--- config.mk ---
export PLATFORM = sky130hd
export DESIGN_NAME = tiny_soc_sig_gen
export DESIGN_NICKNAME = d
export VERILOG_FILES = /design/src/rtl/tiny_soc_sig_gen.sv
export SDC_FILE = /design/constraint.sdc
export NUM_CORES = 1
export LEC_CHECK = 0
export BUFFER_PORTS_ARGS = -buffer_cell sky130_fd_sc_hd__buf_2
export CORE_ASPECT_RATIO = 0.5
export CORE_UTILIZATION = 49
export CTS_CLUSTER_SIZE = 10
export DETAILED_ROUTE_END_ITERATION = 7
export GPL_ROUTABILITY_DRIVEN = 0
export GPL_TIMING_DRIVEN = 0
export PLACE_DENSITY_LB_ADDON = 0.3
export REMOVE_ABC_BUFFERS = 1
export SLEW_MARGIN = 30
export SYNTH_ARGS = -nofsm -noshare
export SYNTH_HDL_FRONTEND = slang
export SYNTH_SLANG_ARGS = --single-unit
--- constraint.sdc ---
create_clock -name clk_i -period 3.2 [get_ports clk_i]
set_clock_uncertainty 0.1 [all_clocks]
set_input_delay 0.64 -clock clk_i [delete_from_list [all_inputs] [get_ports clk_i]]
set_output_delay 0.64 -clock clk_i [all_outputs]
set_load 0.1 [all_outputs]
--- src/rtl/tiny_soc_sig_gen.sv ---
// Signature generator: writes x1..xN register words, a value stream, then a stop/trap word.
// One registered word per cycle from the first edge after reset; no backpressure.
module tiny_soc_sig_gen #(
   parameter int unsigned NUM_INT_REGS  = 31,
   parameter int unsigned STREAM_LEN    = 16,
   parameter logic [63:0] VALUE_SEED    = 64'h0123_4567_89AB_CDEF,
   parameter logic [63:0] TAINT_SEED    = 64'h1,
   parameter bit          END_WITH_TRAP = 1'b0
) (
   input  logic        clk_i,
   input  logic        rst_i,
   output logic        mem_req_o,
   output logic [63:0] mem_addr_o,
   output logic [63:0] mem_wdata_o,
   output logic [7:0]  mem_strb_o,
   output logic        mem_we_o,
   output logic [63:0] mem_rdata_o,
   output logic        mem_req_o_t0,
   output logic [63:0] mem_addr_o_t0,
   output logic [63:0] mem_wdata_o_t0,
   output logic [7:0]  mem_strb_o_t0,
   output logic        mem_we_o_t0,
   output logic [63:0] mem_rdata_o_t0
);

   localparam int unsigned MAX_LEN = (NUM_INT_REGS > STREAM_LEN) ? NUM_INT_REGS : STREAM_LEN;
   localparam int unsigned CNT_W   = (MAX_LEN < 1) ? 1 : $clog2(MAX_LEN + 1);
   localparam logic [CNT_W-1:0] NUM_C = CNT_W'(NUM_INT_REGS);
   localparam logic [CNT_W-1:0] STR_C = CNT_W'(STREAM_LEN);
   localparam logic [63:0] ADDR_INT   = 64'h10;
   localparam logic [63:0] ADDR_STR   = 64'h20;
   localparam logic [63:0] ADDR_FINAL = END_WITH_TRAP ? 64'h8 : 64'h0;

   typedef enum logic [2:0] {IDLE_RST, DUMP_INT, DUMP_STREAM, FINAL, DONE} state_t;
   typedef enum logic [1:0] {K_NONE, K_INT, K_STR, K_FIN} kind_t;

   state_t           state;
   kind_t            kind;
   logic [CNT_W-1:0] cnt;
   logic [63:0]      val;
   logic [63:0]      tnt;
   logic [63:0]      val_nxt;
   logic [63:0]      tnt_nxt;

   // XOR with own rotation: result taint is the OR of both operand taints
   assign val_nxt = val ^ {val[62:0], val[63]};
   assign tnt_nxt = tnt | {tnt[62:0], tnt[63]};

   // What the next edge will present, decided from the current phase and word count
   always_comb begin
      kind = K_NONE;
      case (state)
         IDLE_RST, DUMP_INT: begin
            if (cnt < NUM_C)          kind = K_INT;
            else if (STREAM_LEN != 0) kind = K_STR;
            else                      kind = K_FIN;
         end
         DUMP_STREAM: kind = (cnt < STR_C) ? K_STR : K_FIN;
         default:     kind = K_NONE;
      endcase
   end

   always_ff @(posedge clk_i) begin
      if (rst_i) begin
         state          <= IDLE_RST;
         cnt            <= '0;
         val            <= VALUE_SEED;
         tnt            <= TAINT_SEED;
         mem_req_o      <= 1'b0;
         mem_we_o       <= 1'b0;
         mem_strb_o     <= '0;
         mem_addr_o     <= '0;
         mem_wdata_o    <= '0;
         mem_wdata_o_t0 <= '0;
      end else begin
         mem_req_o  <= (kind != K_NONE);
         mem_we_o   <= (kind != K_NONE);
         mem_strb_o <= (kind != K_NONE) ? 8'hFF : 8'h00;
         case (kind)
            K_INT: begin
               mem_addr_o     <= ADDR_INT;
               mem_wdata_o    <= val;
               mem_wdata_o_t0 <= tnt;
               val            <= val_nxt;
               tnt            <= tnt_nxt;
               cnt            <= cnt + 1'b1;
               state          <= DUMP_INT;
            end
            K_STR: begin
               mem_addr_o     <= ADDR_STR;
               mem_wdata_o    <= val;
               mem_wdata_o_t0 <= tnt;
               val            <= val_nxt;
               tnt            <= tnt_nxt;
               // counter restarts when crossing from the register dump
               cnt            <= (state == DUMP_STREAM) ? cnt + 1'b1 : CNT_W'(1);
               state          <= DUMP_STREAM;
            end
            K_FIN: begin
               mem_addr_o     <= ADDR_FINAL;
               mem_wdata_o    <= '0;
               mem_wdata_o_t0 <= '0;
               state          <= FINAL;
            end
            default: begin
               mem_addr_o     <= '0;
               mem_wdata_o    <= '0;
               mem_wdata_o_t0 <= '0;
               state          <= DONE;
            end
         endcase
      end
   end

   assign mem_rdata_o    = '0;
   assign mem_req_o_t0   = 1'b0;
   assign mem_addr_o_t0  = '0;
   assign mem_strb_o_t0  = '0;
   assign mem_we_o_t0    = 1'b0;
   assign mem_rdata_o_t0 = '0;

endmodule

# --- Yosys cells after proc, flatten, opt, wreduce, memory -nomap -nowiden ---
# Index checks and enable logic that the tools add are counted.
op_classes:
  mux: 8
  n_shift: 0
  div: 0
  n_reduce_logical: 6
  mul: 0
  n_bitwise: 3
  add_sub_neg: 1
  n_eq_ne: 5
  n_lt_le_gt_ge: 2
ops:
  columns: ["operator", "n"]
  rows:
  - ["64-bit OR", 1]
  - ["64-bit bitwise XOR", 1]
  - ["6-bit one-hot mux with 2 select lines", 1]
  - ["5-bit less-than comparator, second input constant", 2]
  - ["5-bit one-hot mux with 2 select lines", 1]
  - ["3-bit one-hot mux with 3 select lines", 1]
  - ["8-bit two-way mux", 1]
  - ["2-bit OR reduction", 3]
  - ["5-bit by 1-bit adder with 5-bit output, second input constant", 1]
  - ["5-bit two-way mux", 1]
  - ["2-bit == test, second input constant", 2]
  - ["2-bit one-hot mux with 2 select lines", 1]
  - ["2-bit nonzero test", 2]
  - ["3-bit by 1-bit == test with 1-bit output, second input constant", 1]
  - ["3-bit by 2-bit == test with 1-bit output, second input constant", 1]
  - ["3-bit zero test", 1]
  - ["2-bit by 1-bit == test with 1-bit output, second input constant", 1]
  - ["2-bit two-way mux", 1]
  - ["1-bit two-way mux", 1]
  - ["1-bit inverter", 1]
totals:
  reg_bits: 337
  mem_count: 0
  elab_cells: 34
  rom_bits: 0
  latch_bits: 0
  ramBits: 0
  out_inout_bits: 404

# --- Longest topological paths before layout ---
# Gate-level depths: netlist (run 1).
depth:
  ltp_word: 7
  ltp_mapped: 10
  depth_no_buf: 7

# --- Worst setup path before layout (run 1) ---
# OpenSTA, ideal clock, no wires.
synth_path:
  kind: "reg-to-reg"
  startpoint: "register cnt[0]"
  endpoint: "register mem_wdata_o[22]"
  setup_time_ps: 115
  synth_period_minus_slack_ps: 2256
  n_path_buf: 3
  path_stages_with_launch: 10
  slack_ps: 944
  t_arrival_ps: 2041
  t_required_ps: 2985
  path_cell_list: "dfxtp_1 -> nand4_1 -> nor3b_1 -> o21bai_1 -> ha_1 -> buf_2 -> and2b_1 -> buf_2 -> clkbuf_1 -> and2_1"
synth_via:
  elab_chain_len: 7
  elab_cells_between_ends: 10
  cone_classes: "order compare: 2; eq/ne: 2; mux: 3; bitwise: 1; reduce/logical: 2"
synth_lines:
  columns: ["element", "line_no", "rtl"]
  rows:
  - ["from (decl)", "39", "logic [CNT_W-1:0] cnt;"]
  - ["from (signal assigned)", "86", "cnt <= cnt + 1'b1;"]
  - ["from (signal assigned)", "96", "cnt <= (state == DUMP_STREAM) ? cnt + 1'b1 : CNT_W'(1);"]
  - ["5-bit less-than comparator (on tied branches)", "58, 54", null]
  - ["1-bit two-way mux or 2-bit two-way mux (tied branches)", "58, 54", null]
  - ["2-bit one-hot mux with 2 select lines (*)", "52", "case (state)"]
  - ["2-bit == test or 2-bit by 1-bit == test with 1-bit output (tied branches)", "79", "case (kind)"]
  - ["2-bit OR reduction (no source line) (*)", null, null]
  - ["1-bit inverter (no source line) (*)", null, null]
  - ["2-bit OR reduction (no source line) (*)", null, null]
  - ["to (signal assigned)", "82", "mem_wdata_o <= val;"]
  - ["to (signal assigned)", "91", "mem_wdata_o <= val;"]
  - ["to (decl)", "14", "output logic [63:0] mem_wdata_o,"]
# Mark *: on every way between the ends. The rest lies on a longest branch, timed or not.
# A chain may end at the register's enable or synchronous reset.

# --- Final worst setup path (run 1) ---
layout_path:
  startpoint: "register cnt[2]"
  endpoint: "register mem_wdata_o[45]"
# Same word-level chain as after synthesis.

==> flow_metrics.py, run 1 <==
metrics = {
    "detailed_routing": {
        "wl_per_cell_um": 11.6,
        "drt_iter0_drc": 301,
        "ant_nets": 0,
        "viasPerCell": 4.22,
        "routed_wl_um": 17100,
        "drt_pass1_iterations": 4,
        "post-route-drc-count": 0,
        "vias": 6239,
    },
    "yosys": {
        "synthDistinctLibCells": 28,
        "syn_area_um2": 10400,
        "synth_seq_cells": 267,
        "yosys_warnings": 0,
        "yosysSeqAreaShare": 0.514,
        "synth.avg_cell_area_um2": 9.64,
        "syn_inst": 1078,
    },
    "cells_and_area": {
        "stdcell_area_um2": 11200,
        "num-nets-final": 1213,
        "area_delta_synth_final_pct": 7.95,
        "final_util": 0.543,
        "fillers": 1836,
        "finalNonFillerCells": 1478,
        "diodes": 0,
        "drive_gt1_frac": 0.156,
    },
    "grt": {
        "grt.total_usage": 0.142,
        "grt_busiest_layer": "met2",
        "gr-usage-met2": 0.250,
        "grt_pass1_wl_um": 25900,
        "antenna_found_initial": 0,
        "grt_util_met1": 0.178,
        "overflow": 0,
        "grt_pass1_vias": 5263,
        "met3_usage": 0.0286,
        "grt_start_max_net_pins": 87,
    },
    "clock_network": {
        "clk_latency_ps": 520,
        "cts-htree-levels": 1,
        "numCtsBuffers": 30,
        "clkTransAtPathRegs_ps": 50,
        "cts_buffer_depth": 3,
        "cts_tree": "built",
        "hold_buffers": 0,
        "cts_num_sinks": 267,
        "root_buffer": "clkbuf_16",
    },
    "hold_path": {
        "hold_path.class": "reg2reg",
        "hold_depth": 1,
        "hold_path_startpoint": "tnt[0]",
        "hold_path_end": "tnt[0]",
    },
    "floorplanning": {
        "die-area_um2": 21800,
        "core.rowCount": 37,
        "ios": 406,
        "die_w_um": 208,
        "coreArea_um2": 20600,
        "die_y_um": 105,
        "start_util": 0.503,
    },
    "sta": {
        "fin_crit_sh": 0.946,
        "rsz0062_at_grt": "false",
        "relSlewSlack": 0.655,
        "final.setup.tns_ps": 0,
        "fin_crit_ps": 3030,
        "worst_hold_slack_ps": 367,
        "tightest_slew_ps": 520,
        "clock.fmax_mhz": 330,
        "final_max_slew_viol_count": 0,
        "setup_ws_ps": 171,
        "hold_viol_final": 0,
        "finalSetupViolations": 0,
    },
    "placement": {
        "io_buffers": 141,
        "dpl_cell_area_um2": 10300,
        "dp_slack_ps": -514,
        "dpl.hpwl_um": 10600,
        "dpl.cell_count": 1439,
    },
    "pwr": {
        "finalPower_mw": 10.7,
        "p_leak_nw": 5.65,
        "peakVddDrop_uv": 636,
        "cellPowerDensity_nw_per_um2": 957,
    },
    "critical_path": {
        "crit_path_max_fanout": 54,
        "crit_type": "reg2reg",
        "regToRegEndpoint": "mem_wdata_o[45]",
        "reg2reg_depth": 10,
        "endpoint_kind": "register",
        "worstPathArrival_ps": 3370,
        "reg2reg_slack_ps": 170,
        "r2r-start": "cnt[2]",
        "crit_required_ps": 3540,
        "startpoint_type": "register",
    },
    "run_status": {
        "status": "finished, final reports clean",
    },
    "run": {
        "drv_cap": 0,
    },
}
how the worst max path moves through the flow:
stage | startpoint | cells after the start | end | slack [ps]
global route | cnt[0] | 10 | mem_wdata_o[45] | 8
finish | cnt[2] | 10 | mem_wdata_o[45] | 170
floorplan | mem_strb_o[6] | 0 | mem_req_o | -4250
global placement | cnt[0] | 6 | mem_wdata_o[45] | -4810
CTS | cnt[2] | 10 | mem_wdata_o[45] | 60
detailed placement | cnt[2] | 10 | mem_wdata_o[45] | -510
synthesized netlist by cell type, drive strengths merged:
master,number,area (µm²)
nor2,102,383
nand2,35,131
a211oi,1,7.51
conb,1,3.75
a31o,1,8.76
nand2b,2,12.5
clkbuf,29,109
nor3b,1,7.51
ha,7,87.6
nor3,1,5.00
and2,128,801
a21oi,97,485
and2b,1,7.51
o21bai,33,248
xor2,35,307
dfxtp,267,5350
a21o,1,7.51
a211o,2,18.8
and3,32,200
o21ba,1,10.0
nor2b,4,25.0
buf,292,2140
a2111oi,1,8.76
nand4,3,18.8
or3b,1,8.76
state kept, by name, summed over array words and instances, names as in the netlist:
| signal | count |
|---|---|
| cnt | 5 |
| mem_addr_o | 2 |
| mem_strb_o | 1 |
| mem_wdata_o | 64 |
| mem_wdata_o_t0 | 64 |
| state | 3 |
| tnt | 64 |
| val | 64 |
cells in the final DEF, fill, tap and decap left out, types with 3 or more instances in the layout:
cell type  netlist  layout
a21oi_1         97      97
and2_1         128     128
and3_1          32      32
buf_16           0       4
buf_2           18     140
clkbuf_16        0      33
conb_1           1     264
dfxtp_1        267     267
ha_1             7       6
nand2_1         35      35
nand4_1          3       3
nor2_1         102     102
nor2b_1          4       4
o21bai_1        33      33
xor2_1          35      35
critical path, stage by stage (launching register included):
cell and delay, ps:
dfxtp_1 400, nand4_1 180, nor3b_4 290, o21bai_1 210
ha_4 390, buf_16 200, buf_16 200, and2b_4 270
buf_12 220, buf_16 220, and2_1 190
cell type report:
class	instances	area (µm²)	area share
sequential	267	5350	0.477
tap	273	342	0.0305
timing repair buffer	151	922	0.0822
clock buffer	33	793	0.0707
multi-input combinational	754	3810	0.340
routing by layer:
layer,share of wire,up-vias
li1,-,3132
met1,0.43,2944
met2,0.52,145
met3,0.043,18
met4,0.013,0
met5,0,-
cells by family after synthesis:
logic type               share of synthesized area
adder cells (fa/ha/maj)                    0.00843
AND/OR/NAND/NOR                              0.154
AO/OA/AOI/OAI                               0.0765
buffers and inverters                        0.217
XOR/XNOR                                    0.0295
other                                     0.000361
flip-flops                                   0.514
report_power, final:
part	total, mW	internal, mW	switching, mW
clock network	2.86	1.71	1.15
logic	3.70	0.541	3.16
registers	4.18	3.84	0.337
repair_timing:
item	4_1_cts	5_1_grt
endpoints found under the setup margin	127	54
setup buffers	3	0
resized for setup	2	2
pin swaps	1	0
cloned	1	2
No activity file was read; power rests on OpenSTA's default activity.
==> inputs of run 2 (changes only) <==
- RECOVER_POWER: not set -> 50
==> flow_metrics.py, run 2 (synthesis gave the netlist of run 1 again) <==
metrics = {
    "critical_path": {
        "regToRegEndpoint": "mem_wdata_o[45]",
        "reg2reg_depth": 10,
        "reg2reg_slack_ps": 190,
        "worstPathArrival_ps": 3350,
        "path_common_cell": "buf_16",
        "r2r-start": "cnt[2]",
        "cp_slowest_cell": "dfxtp_1",
        "startpoint_type": "register",
        "endpoint_kind": "register",
        "cp_cell_sequence": "nand4_1 > nor3b_4 > o21bai_1 > ha_4 > buf_16 > buf_16 > and2b_4 > buf_12 > buf_16 > and2_1",
        "crit_path_max_fanout": 54,
        "cp_slowest_stage_delay_ps": 400,
        "crit_type": "reg2reg",
        "crit_required_ps": 3540,
    },
    "pwr": {
        "internal-power_mw": 6.09,
        "finalPower_mw": 10.7,
        "p_sw_mw": 4.64,
        "p_leak_nw": 5.61,
        "seqPwrFrac": 0.389,
        "swShare": 0.433,
        "cellPowerDensity_nw_per_um2": 960,
        "peakVddDrop_uv": 636,
        "combinationalPowerShare": 0.344,
        "clkPwrFrac": 0.266,
    },
    "sta": {
        "final_max_slew_viol_count": 0,
        "tightest_slew_ps": 1170,
        "relSlewSlack": 0.225,
        "fin_crit_sh": 0.940,
        "hold_viol_final": 0,
        "rsz0062_at_grt": "false",
        "setup_ws_ps": 191,
        "fin_crit_ps": 3010,
        "clock.fmax_mhz": 332,
        "finalSetupViolations": 0,
    },
    "floorplanning": {
        "start_util": 0.503,
        "ios": 406,
        "die_y_um": 105,
        "coreArea_um2": 20600,
        "die_w_um": 208,
        "die-area_um2": 21800,
        "core.rowCount": 37,
    },
    "grt": {
        "grt_pass1_vias": 5263,
        "grt_start_max_net_pins": 87,
        "antenna_found_initial": 0,
        "grt_pass1_wl_um": 25900,
        "grt.total_usage": 0.142,
        "overflow": 0,
    },
    "placement": {
        "dpl_cell_area_um2": 10300,
        "dpl.hpwl_um": 10600,
        "dp_slack_ps": -514,
        "io_buffers": 141,
    },
    "detailed_routing": {
        "vias": 6236,
        "ant_nets": 0,
        "drt_pass1_iterations": 4,
        "drt_iter0_drc": 313,
        "post-route-drc-count": 0,
        "viasPerCell": 4.22,
        "routed_wl_um": 17100,
        "wl_per_cell_um": 11.6,
    },
    "clock_network": {
        "cts_num_sinks": 267,
        "numCtsBuffers": 30,
        "hold_buffers": 0,
        "clkTransAtPathRegs_ps": 50,
        "cts_tree": "built",
        "cts-htree-levels": 1,
        "cts_buffer_depth": 3,
        "root_buffer": "clkbuf_16",
        "clk_latency_ps": 520,
    },
    "hold_path": {
        "hold_path_end": "tnt[0]",
        "hold_path_startpoint": "tnt[0]",
        "hold_depth": 1,
        "hold_path.class": "reg2reg",
    },
    "cells_and_area": {
        "final_common_cell": "dfxtp_1",
        "diodes": 0,
        "num-nets-final": 1213,
        "area_delta_synth_final_pct": 7.60,
        "stdcell_area_um2": 11200,
        "drive_gt1_frac": 0.147,
        "final_cell_mix": "dfxtp_1 (267), conb_1 (264), buf_2 (130)",
    },
    "run_status": {
        "status": "finished, final reports clean",
    },
    "run": {
        "drv_cap": 0,
    },
}
[run 2: cell count changes in the layout (fill, tap and decap cells not counted), sizes merged]
cell / previous run / this run
buf: 149 / 138
clkbuf: 35 / 46
[run 2: worst max path at each step]
stage | to | cells after the start | start
floorplan | mem_req_o | 0 | mem_strb_o[6]
global placement | mem_wdata_o[45] | 6 | cnt[0]
finish | mem_wdata_o[45] | 10 | cnt[2]
detailed placement | mem_wdata_o[45] | 10 | cnt[2]
CTS | mem_wdata_o[45] | 10 | cnt[2]
global route | mem_wdata_o[45] | 10 | cnt[0]
[run 2: layout make-up]
cell class	count	area (µm²)
fillers	1848	9470
well taps	273	342
multi-input cells	754	3810
repair buffers	151	886
clock buffers	33	793
flip-flops and latches	267	5350
[run 2: critical path: cells and delay by family (launching register included)]
| family | cells | cell delay (ps) |
|---|---|---|
| adder cells (fa/ha/maj) | 1 | 380 |
| buffers and inverters | 4 | 850 |
| AO/OA/AOI/OAI | 1 | 210 |
| AND/OR/NAND/NOR | 4 | 930 |
| flip-flops | 1 | 400 |
[run 2: routing by layer]
metal	vias up	part of all wire	global-route usage
met5	-	0	0
li1	3129	-	-
met2	152	0.51	0.250
met4	0	0.013	0.0376
met1	2937	0.43	0.178
met3	18	0.045	0.0286
[run 2: power groups by stage]
| stage | logic [mW] | clock network, mW | registers (mW) |
|---|---|---|---|
| finish | 3.70 | 2.86 | 4.18 |
| global route | 3.85 | 3.10 | 4.25 |
| CTS | 3.70 | 2.95 | 4.18 |
| detailed placement | 3.69 | 0 | 4.24 |
| global placement | 3.65 | 0 | 4.22 |
| floorplan | 1.97 | 0 | 5.55 |
[run 2: metrics by stage]
stage | utilization | std cells | hold WS [ps] | TNS, ps
final | 0.541 | 1478 | 367 | 0
after global routing | 0.541 | 1478 | 388 | 0
after CTS | 0.540 | 1476 | 369 | 0
after detailed placement | 0.499 | 1439 | 354 | -35920
after global placement | 0.493 | 1434 | 349 | -907220
after floorplan | - | 1020 | 333 | -451450
[run 2: timing repair]
item | CTS | global route
endpoints found under the hold margin | 0 | 0
endpoints found under the setup margin | 127 | 54
pin swaps | 1 | 0
setup buffers | 3 | 0
gates resized for setup | 2 | 2
gates cloned | 1 | 2
==> inputs of run 3 (changes only) <==
- CORE_MARGIN: not set -> 2
==> flow_metrics.py, run 3 (synthesis gave the netlist of run 1 again) <==
metrics = {
    "hold_path": {
        "hold_path_startpoint": "tnt[0]",
        "hold_path.class": "reg2reg",
    },
    "detailed_routing": {
        "wl_per_cell_um": 11.5,
        "ant_nets": 0,
        "drt_pass1_iterations": 4,
        "routed_wl_um": 17100,
        "post-route-drc-count": 0,
        "viasPerCell": 4.17,
        "drt_iter0_drc": 252,
        "vias": 6164,
    },
    "run": {
        "drv_cap": 0,
    },
    "cells_and_area": {
        "num-nets-final": 1213,
        "drive_gt1_frac": 0.0365,
        "final_common_cell": "dfxtp_1",
        "final_cell_mix": "dfxtp_1 (267), conb_1 (264), clkbuf_1 (145)",
        "fillers": 1996,
        "stdcell_area_um2": 11000,
        "diodes": 0,
        "final_util": 0.529,
        "area_delta_synth_final_pct": 5.43,
    },
    "pwr": {
        "p_leak_nw": 5.07,
        "peakVddDrop_uv": 668,
        "cellPowerDensity_nw_per_um2": 975,
    },
    "critical_path": {
        "crit_start": "cnt[0]",
        "crit_type": "reg2reg",
        "crit_path_max_fanout": 67,
        "crit_required_ps": 3560,
        "worstPathArrival_ps": 3290,
        "startpoint_type": "register",
        "endpoint_kind": "register",
        "r2r-start": "cnt[0]",
    },
    "clock_network": {
        "cts_num_sinks": 267,
        "cts_buffer_depth": 3,
        "cts-htree-levels": 1,
        "root_buffer": "clkbuf_16",
        "clkTransAtPathRegs_ps": 50,
        "hold_buffers": 0,
        "cts_tree": "built",
        "clk_latency_ps": 520,
        "numCtsBuffers": 30,
    },
    "sta": {
        "clock.fmax_mhz": 341,
        "hold_viol_final": 0,
        "fin_crit_ps": 2930,
        "final_max_slew_viol_count": 0,
        "tightest_slew_ps": 1240,
        "relSlewSlack": 0.178,
        "worst_hold_slack_ps": 358,
        "setup_ws_ps": 268,
        "finalSetupViolations": 0,
        "fin_crit_sh": 0.916,
        "rsz0062_at_grt": "false",
        "final.setup.tns_ps": 0,
    },
    "floorplanning": {
        "start_util": 0.502,
        "die_w_um": 210,
        "core.rowCount": 37,
        "die-area_um2": 22500,
        "die_y_um": 107,
        "coreArea_um2": 20700,
        "ios": 406,
    },
    "placement": {
        "dpl.hpwl_um": 10900,
        "dpl_cell_area_um2": 10300,
        "io_buffers": 141,
        "dp_slack_ps": -237,
    },
    "grt": {
        "grt_start_max_net_pins": 88,
        "overflow": 0,
        "grt_pass1_vias": 5143,
        "grt.total_usage": 0.135,
        "antenna_found_initial": 0,
        "grt_pass1_wl_um": 25300,
    },
    "run_status": {
        "status": "finished, final reports clean",
    },
}
==> run 3: path summary, 6_finish.rpt <==
check	depth (start not counted)	to	slack (ps)
worst max-delay path	9	mem_wdata_o[44]	270
worst min-delay path	1	tnt[0]	360
worst max register to register	9	mem_wdata_o[44]	270
worst min register to register	1	tnt[0]	360
==> run 3: stage by stage <==
stage,std cells,power (mW)
final,1478,10.7
after global routing,1478,11.1
after CTS,1474,10.8
after detailed placement,1439,7.93
after global placement,1434,7.88
after floorplan,1020,7.53
==> run 3: what timing repair did <==
action,4_1_cts,5_1_grt
pin swaps,1,1
cloned,0,1
endpoints found under the setup margin,97,52
gates resized for setup,1,0
buffers inserted,2,3
==> run 3: critical path: stages, from the launching register on <==
cell	delay [ps]
dfxtp_1	420
nand4_1	150
nor3b_2	340
o21bai_1	230
ha_4	380
buf_12	250
and2b_4	320
buf_12	230
buf_12	230
and2_1	170
==> run 3: layout make-up <==
cell class / count / area (µm²) / area share
clock buffers: 33 / 793 / 0.0724
multi-input cells: 754 / 3810 / 0.348
flip-flops and latches: 267 / 5350 / 0.488
well taps: 273 / 342 / 0.0312
repair buffers: 151 / 667 / 0.0609
==> run 3: layer usage <==
metal	vias to the layer above	GRT usage	wire, µm
li1	3124	-	-
met1	2882	0.178	7400
met2	142	0.236	8770
met3	16	0.0176	730
met4	0	0.0329	176
met5	-	0	0
==> run 3: power by group <==
part           switching (mW)  internal (mW)  total (mW)
registers               0.341           3.84        4.18
clock network            1.15           1.71        2.86
logic                    3.15          0.485        3.64
total                    4.64           6.04        10.7
